## config.mk

```make
export PLATFORM = sky130hd
export DESIGN_NAME = seq_decoder
export DESIGN_NICKNAME = d
export VERILOG_FILES = /design/src/rtl/seq_decoder_pkg.sv /design/src/rtl/bin2onehot.sv /design/src/rtl/seq_decoder.sv
export SDC_FILE = /design/constraint.sdc
export NUM_CORES = 1
export LEC_CHECK = 0
export CAP_MARGIN = 20
export CORE_MARGIN = 10
export CORE_UTILIZATION = 42
export DETAILED_ROUTE_END_ITERATION = 8
export GPL_TIMING_DRIVEN = 0
export PLACE_DENSITY = 0.74
export SLEW_MARGIN = 10
export SYNTH_ARGS = -nofsm -noshare
export SYNTH_HDL_FRONTEND = slang
export SYNTH_SLANG_ARGS = --single-unit
```

## constraint.sdc

```tcl
create_clock -name clk -period 1.6 [get_ports clk]
set_input_delay 0.32 -clock clk [delete_from_list [all_inputs] [get_ports clk]]
set_output_delay 0.32 -clock clk [all_outputs]
set_load 0.01 [all_outputs]
```

## src/rtl/seq_decoder_pkg.sv

```systemverilog
`default_nettype none
// ============================================================================
// Module   : seq_decoder_pkg
// Brief    : Shared state and mode encodings for seq_decoder.
// Revision : 1.0
// ============================================================================
package seq_decoder_pkg;

    typedef enum logic [1:0] {
        IDLE = 2'd0,
        HOLD = 2'd1,
        SCAN = 2'd2
    } state_t;

    localparam logic c_mode_direct = 1'b0;
    localparam logic c_mode_scan   = 1'b1;

endpackage
`default_nettype wire

```

## src/rtl/bin2onehot.sv

```systemverilog
`default_nettype none
// ============================================================================
// Module   : bin2onehot
// Brief    : Combinational binary-to-one-hot decoder with an enable input.
// Revision : 1.0
// ============================================================================
module bin2onehot #(
    parameter int SEL_W = 3
) (
    input  logic [SEL_W-1:0]      index,
    input  logic                  en,
    output logic [2**SEL_W-1:0]   onehot
);

    for (genvar k = 0; k < 2**SEL_W; k++) begin : g_bit
        assign onehot[k] = en && (index == SEL_W'(k));
    end

endmodule
`default_nettype wire

```

## src/rtl/seq_decoder.sv

```systemverilog
`default_nettype none
// ============================================================================
// Module   : seq_decoder
// Brief    : One-hot output sequencer with single-pulse and rotating-walk modes.
// Revision : 1.0
// ============================================================================
module seq_decoder
    import seq_decoder_pkg::*;
#(
    parameter int SEL_W   = 3,
    parameter int DWELL_W = 4
) (
    input  logic                  clk,
    input  logic                  rst,
    input  logic                  in_valid,
    output logic                  in_ready,
    input  logic [SEL_W-1:0]      in_sel,
    input  logic                  in_mode,
    input  logic [DWELL_W-1:0]    in_dwell,
    input  logic                  stop,
    output logic [2**SEL_W-1:0]   out_onehot,
    output logic                  out_valid,
    output logic [SEL_W-1:0]      out_index
);

    localparam logic [SEL_W-1:0]   c_idx_one = SEL_W'(1);
    localparam logic [DWELL_W-1:0] c_cnt_one = DWELL_W'(1);

    state_t               r_state;
    logic [SEL_W-1:0]     r_index;
    logic                 r_valid;
    logic [DWELL_W-1:0]   r_dwell;
    logic [DWELL_W-1:0]   r_cnt;

    assign in_ready  = (r_state == IDLE);
    assign out_valid = r_valid;
    assign out_index = r_index;

    // Stop is checked before dwell expiry so it always wins on a shared edge.
    always_ff @(posedge clk or posedge rst) begin
        if (rst) begin
            r_state <= IDLE;
            r_index <= '0;
            r_valid <= 1'b0;
            r_dwell <= '0;
            r_cnt   <= '0;
        end else begin
            case (r_state)
                IDLE: begin
                    if (in_valid) begin
                        r_index <= in_sel;
                        r_valid <= 1'b1;
                        r_dwell <= in_dwell;
                        r_cnt   <= in_dwell;
                        r_state <= (in_mode == c_mode_scan) ? SCAN : HOLD;
                    end
                end
                HOLD: begin
                    if (stop || (r_cnt == '0)) begin
                        r_state <= IDLE;
                        r_index <= '0;
                        r_valid <= 1'b0;
                        r_cnt   <= '0;
                    end else begin
                        r_cnt <= r_cnt - c_cnt_one;
                    end
                end
                SCAN: begin
                    if (stop) begin
                        r_state <= IDLE;
                        r_index <= '0;
                        r_valid <= 1'b0;
                        r_cnt   <= '0;
                    end else if (r_cnt == '0) begin
                        r_index <= r_index + c_idx_one;
                        r_cnt   <= r_dwell;
                    end else begin
                        r_cnt <= r_cnt - c_cnt_one;
                    end
                end
                default: begin
                    r_state <= IDLE;
                    r_index <= '0;
                    r_valid <= 1'b0;
                    r_cnt   <= '0;
                end
            endcase
        end
    end

    bin2onehot #(
        .SEL_W (SEL_W)
    ) u_dec (
        .index  (r_index),
        .en     (r_valid),
        .onehot (out_onehot)
    );

endmodule
`default_nettype wire

```

==> results.ini, run 1 <==
[timing]
fmax_ghz=0.605
hold_viol_final=0
maxSlewHeadroom_pct=62.8
rsz0062_at_grt=yes
timing.final.crit_share_pct=103
tns_ps=-101
finalWorstSetupSlack_ps=-53.1
period_needed_ps=1650
finalSetupViolations=2
slew_violations=0
fin_skew_ps=8.22
tightest_slew_ps=558
whs_ps=379

[setup_path]
reg2regPathDepth=6
r2r_start=r_cnt[0]$_DFFE_PP0P_
r2r_end=out_index[0]$_DFFE_PP0P_
cp_data_required_time_ps=1280
crit_slowest_cell=dfrtp_2
crit_fanout=4
crit_type=register to output port
r2r_setup_slack_ps=10
slowest_delay_ps=460
cp_cell_sequence=ha_4, ha_4, and2_1, buf_2
critPathLaunchType=register
cp-end-kind=output port
crit_top_cell=ha_4
cp_data_arrival_time_ps=1330

[logic_synthesis]
synth_seq_cells=14
syn_area_um2=933
synth_area_leaders=dfrtp_1 (38%), ha_1 (11%), mux2i_1 (6.4%), mux2_2 (4.8%), o221ai_1 (3.8%)
synth_top_area_share_pct=37.5
synth_top_cell_by_area=dfrtp_1
synth_cell_types=33
seq_area_frac_synth_pct=37.5
syn_nets=116
synthesis.instances=96
synth_flop_cell=dfrtp_1
yosysMostFrequentCell=dfrtp_1
synth.top_cells.by_count=dfrtp_1 (14), ha_1 (8), inv_1 (8), nand2_1 (8), mux2i_1 (6)
avgSynthCellArea_um2=9.72
ys_async_sr_fraction_pct=100
synth_edf_count=0
ys_warn_count=0

[global_routing]
grt_pass1_vias=825
grt_overflow_total=0
grt_usage_pct=10.7
antenna_found_initial=0
grt_pass1_wl_um=3780
grt_max_degree=15

[clock_tree]
cts_tree=built
clkSinkCount=14
clock-root-buffer=clkbuf_4
cts.path.max_buffers=2
h-tree-depth=1
clk_pin_slew_ps=90
cts_buffers=3
clock_latency_ps=290
holdBufCountCts=0

[power]
p_int_uw=1180
switching_share_pct=40.9
pwr-share-comb_pct=53.4
power.density_mw_per_mm2=1470
sequentialPowerShare_pct=33.4
p_clk_share_pct=13.2
p_leak_uw=0.000602
ir_drop_uv=1010
power.switching_uw=818

[die]
chipHeight_um=67.1
fp-row-count=17
dieArea_mm2=0.00451
core_area_mm2=0.00217
num_io_pins=25
initial_core_util_pct=43.0
chipWidth_um=67.1

[place]
portBuffers=23
hpwl_um=1750
placed_area_mm2=0.00120
gp_congestion=0.792

[run_status]
outcome=complete, but fails checks
violations=setup timing

[layout]
areaGrowthSynthToFinish_pct=45.3
diodes=0
postLayoutCellArea_mm2=0.00136
drive_above_1_share_pct=40.0
fin_nets=151
nFillCells=194

[route]
wl_um=2430
vias_per_cell=5.42
ant_nets=0
drt_iter0_drc=30
drc=0
firstDrtPassIters=4
highest_layer=met4
wl_met2_um=1210
route.vias.total=857
drt-met1-wl_um=975
wire_per_inst_um=15.3
routed-wl-met3_um=199

[run]
drv_cap=0

[worst_hold_path]
min_path_type=primary input to async pin

==> critical path, delay by kind of cell, from the launching register on <==
kind,cells,cell delay (ps)
adders and majority gates,2,330
DFF,1,460
buffers and inverters,1,130
and+or+nand+nor,1,120
==> per-stage QoR <==
stage | total power [uW] | setup WS [ps] | utilization, % | instances
2_1_floorplan | 1180 | 18.6 | - | 96
3_3_place_gp | 1510 | -161 | 55.3 | 147
3_5_place_dp | 1550 | -163 | 55.3 | 147
4_1_cts | 1870 | -72.5 | 58.3 | 157
5_1_grt | 2150 | -75.6 | 62.5 | 158
6_report | 2000 | -53.1 | 62.5 | 158
==> metal layers <==
metal,vias up,global-route usage [%]
met4,0,4.62
met3,5,3.31
met1,414,11.1
met5,-,0
met2,29,19.4
li1,409,-
==> sequential cells by signal, indices dropped and copies added, names as in the netlist <==
register,cells
r_cnt,4
out_valid,1
r_dwell,4
out_index,3
r_state,2
==> kinds of logic after synthesis <==
family	count (synthesis)	synth area share, %
fa+ha+maj	8	10.7
compound gates	16	12.6
flops	14	37.5
buf+inv	11	4.69
xor+xnor	3	2.82
simple gates	34	20.4
mux	10	11.3
==> timing repair <==
item | CTS | global route
endpoints found under the hold margin | 0 | 0
gates resized for setup | 47 | 20
pin swaps | 2 | 4
endpoints found under the setup margin | 17 | 16
setup buffers | 6 | 1
==> cell type report <==
class	count	area, um^2	area share, %
Sequential cell	14	355	26.2
Multi-Input combinational cell	71	646	47.6
Buffer	3	13.8	1.01
Clock buffer	4	36.3	2.68
Tap cell	28	35.0	2.58
Timing Repair Buffer	30	240	17.7
Inverter	8	30.0	2.21
==> power by group through the flow <==
stage | sequential [uW] | combinational, uW | clock [uW]
final | 668 | 1070 | 264
after global routing | 689 | 1190 | 275
after floorplan | 629 | 551 | 0
after detailed placement | 656 | 895 | 0
after global placement | 642 | 868 | 0
after CTS | 645 | 961 | 267
==> worst max path at each step <==
stage,from,endpoint,slack (ps),depth (start not counted)
2_1_floorplan,out_index[0]$_DFFE_PP0P_,out_index[2]$_DFFE_PP0P_,20,4
3_5_place_dp,out_index[0]$_DFFE_PP0P_,out_onehot[3],-160,4
5_1_grt,out_index[1]$_DFFE_PP0P_,out_onehot[3],-80,4
4_1_cts,out_index[1]$_DFFE_PP0P_,out_onehot[3],-70,4
6_report,out_index[1]$_DFFE_PP0P_,out_onehot[3],-50,4
3_3_place_gp,out_index[0]$_DFFE_PP0P_,out_onehot[3],-160,4
==> cells in the final DEF, fill, tap and decap left out, types with 2 or more instances in the layout <==
cell	count
clkdlybuf4s50_1	11
dfrtp_1	10
buf_2	9
nand2_1	8
buf_4	7
mux2i_1	6
inv_1	5
nor2_1	4
o221ai_1	4
mux2_2	4
and2_1	4
ha_4	4
dfrtp_2	4
a21oi_1	3
inv_2	3
nand3_1	3
and3_1	3
clkbuf_4	3
dlygate4sd2_1	3
xnor2_1	2
ha_2	2
ha_1	2
(Power assumes the default switching activity.)
==> run 2, diff against run 1 <==
--- a/config.mk
+++ b/config.mk
@@ -8,6 +8,7 @@
 export CAP_MARGIN = 20
 export CORE_MARGIN = 10
 export CORE_UTILIZATION = 42
+export CTS_CLUSTER_DIAMETER = 200
 export DETAILED_ROUTE_END_ITERATION = 8
 export GPL_TIMING_DRIVEN = 0
 export PLACE_DENSITY = 0.74
==> results of run 2 <==
Final layout, timing and power as in run 1 (identical DEF).
==> run 3, diff against run 2 <==
--- a/config.mk
+++ b/config.mk
@@ -6,12 +6,12 @@
 export NUM_CORES = 1
 export LEC_CHECK = 0
 export CAP_MARGIN = 20
-export CORE_MARGIN = 10
-export CORE_UTILIZATION = 42
+export CORE_MARGIN = 5
+export CORE_UTILIZATION = 40
 export CTS_CLUSTER_DIAMETER = 200
 export DETAILED_ROUTE_END_ITERATION = 8
 export GPL_TIMING_DRIVEN = 0
-export PLACE_DENSITY = 0.74
+export PLACE_DENSITY = 0.71
 export SLEW_MARGIN = 10
 export SYNTH_ARGS = -nofsm -noshare
 export SYNTH_HDL_FRONTEND = slang
==> run 3 against run 2 <==
  * The run still ends with setup timing left
  * Non-clock buffer count is 8 higher
  * Sequential power shrank 7.0%
  * Combinational power is 32% higher
  * Register-to-register slack barely moved
  * Utilization increased by 6.4 points
  * Total power grew 15%
  * Highest routed layer unchanged
==> results.ini, run 3 (same netlist as run 1, synthesis figures left out) <==
[run_status]
outcome=complete, but fails checks
violations=setup timing

[worst_hold_path]
min_path_type=primary input to async pin

[die]
initial_core_util_pct=42.2
core_area_mm2=0.00221
chipWidth_um=58.3
num_io_pins=25
fp-row-count=17
dieArea_mm2=0.00340
chipHeight_um=58.3

[layout]
diodes=0
multi_input_area_um2=689
final_cell_mix=dfrtp_1 (12), buf_6 (12), buf_4 (11)
drive_above_1_share_pct=47.1
areaGrowthSynthToFinish_pct=63.4
fin_util_pct=68.9
nFillCells=152
fin_nets=159
fin_cells=166
register_area_um2=353

[setup_path]
path_buf_inv=2
cp_cell_sequence=buf_6, ha_4, ha_4, and2_4, buf_6
crit_slowest_cell=dfrtp_1
cp_data_required_time_ps=1280
cp_data_arrival_time_ps=1400
crit_fanout=2
crit_type=register to output port
r2r_setup_slack_ps=0
r2r_start=out_index[1]$_DFFE_PP0P_
critPathLaunchType=register
cp-end-kind=output port
critical_path.top_delay_family=flip-flops
reg2regPathDepth=5
slowest_delay_ps=410
r2r_end=out_index[2]$_DFFE_PP0P_

[timing]
tightest_slew_ps=545
rsz0062_at_grt=yes
hold_viol_final=0
timing.final.crit_share_pct=107
tns_ps=-379
fin_skew_ps=1.28
finalWorstSetupSlack_ps=-117
period_needed_ps=1720
fmax_ghz=0.582
maxSlewHeadroom_pct=63.6
slew_violations=0
finalSetupViolations=6

[route]
wire_per_inst_um=14.7
wl_um=2440
firstDrtPassIters=4
route.vias.total=881
drc=0
ant_nets=0
vias_per_cell=5.31
drt_iter0_drc=13

[global_routing]
grt_usage_pct=14.6
grt_pass1_wl_um=3790
grt_overflow_total=0
grt_pass1_vias=845
antenna_found_initial=0
grt_max_degree=15

[clock_tree]
cts_tree=built
clkSinkCount=14
cts_buffers=3
h-tree-depth=1
holdBufCountCts=0
clock_latency_ps=290
cts.path.max_buffers=2
clk_pin_slew_ps=90
clock-root-buffer=clkbuf_4

[place]
place_ws_ps=-169
hpwl_um=1590
portBuffers=23
gp_congestion=0.849
dp.cells=147

[power]
p_leak_uw=0.000659
power.density_mw_per_mm2=1510
ir_drop_uv=1070

[run]
drv_cap=0

-- run 3: metal layers --
layer	wire length, um	up-vias	track usage [%]	part of all wire [%]
met5	0	-	0	0
met4	63	0	6.95	2.6
met3	133	6	4.17	5.5
met2	1300	28	26.5	53
met1	944	422	15.5	39
li1	-	425	-	-
-- run 3: worst max path at each step --
stage | startpoint | cells after the start | end
after CTS | out_index[1]$_DFFE_PP0P_ | 5 | out_onehot[3]
after global placement | out_index[0]$_DFFE_PP0P_ | 4 | out_onehot[7]
after detailed placement | out_index[0]$_DFFE_PP0P_ | 4 | out_onehot[3]
after global routing | out_index[1]$_DFFE_PP0P_ | 5 | out_onehot[7]
final | out_index[1]$_DFFE_PP0P_ | 5 | out_onehot[7]
after floorplan | out_index[0]$_DFFE_PP0P_ | 4 | out_index[2]$_DFFE_PP0P_
-- run 3: area by class of cell --
cell class	count	area share (%)
inverter	8	2.63
multi-input combinational	71	45.2
buffer	3	0.902
timing repair buffer	38	23.5
tap	28	2.30
sequential	14	23.1
clock buffer	4	2.38
-- run 3: worst register-to-register path: stages, from the launching register on --
cell      delay [ps]
dfrtp_1          410
buf_6            130
ha_4             170
ha_4             230
or4_1            490
o211ai_1         100
-- run 3: metrics by stage --
| stage | total power, uW | hold WS (ps) | instance area (um^2) |
|---|---|---|---|
| floorplan | 1180 | 209 | 935 |
| global route | 2470 | 396 | 1530 |
| finish | 2300 | 361 | 1530 |
| detailed placement | 1530 | 470 | 1200 |
| global placement | 1510 | 457 | 1200 |
| CTS | 2000 | 391 | 1350 |
-- run 3: report_power, final --
| group | switching [uW] | total [uW] | internal [uW] |
|---|---|---|---|
| registers | 135 | 621 | 487 |
| clock network | 128 | 267 | 139 |
| logic | 643 | 1410 | 764 |
-- run 3: timing repair --
item,in CTS,in global routing
hold endpoints to repair,0,0
endpoints found under the setup margin,17,17
gates resized for setup,61,32
buffers inserted,10,5
pin swaps,2,4
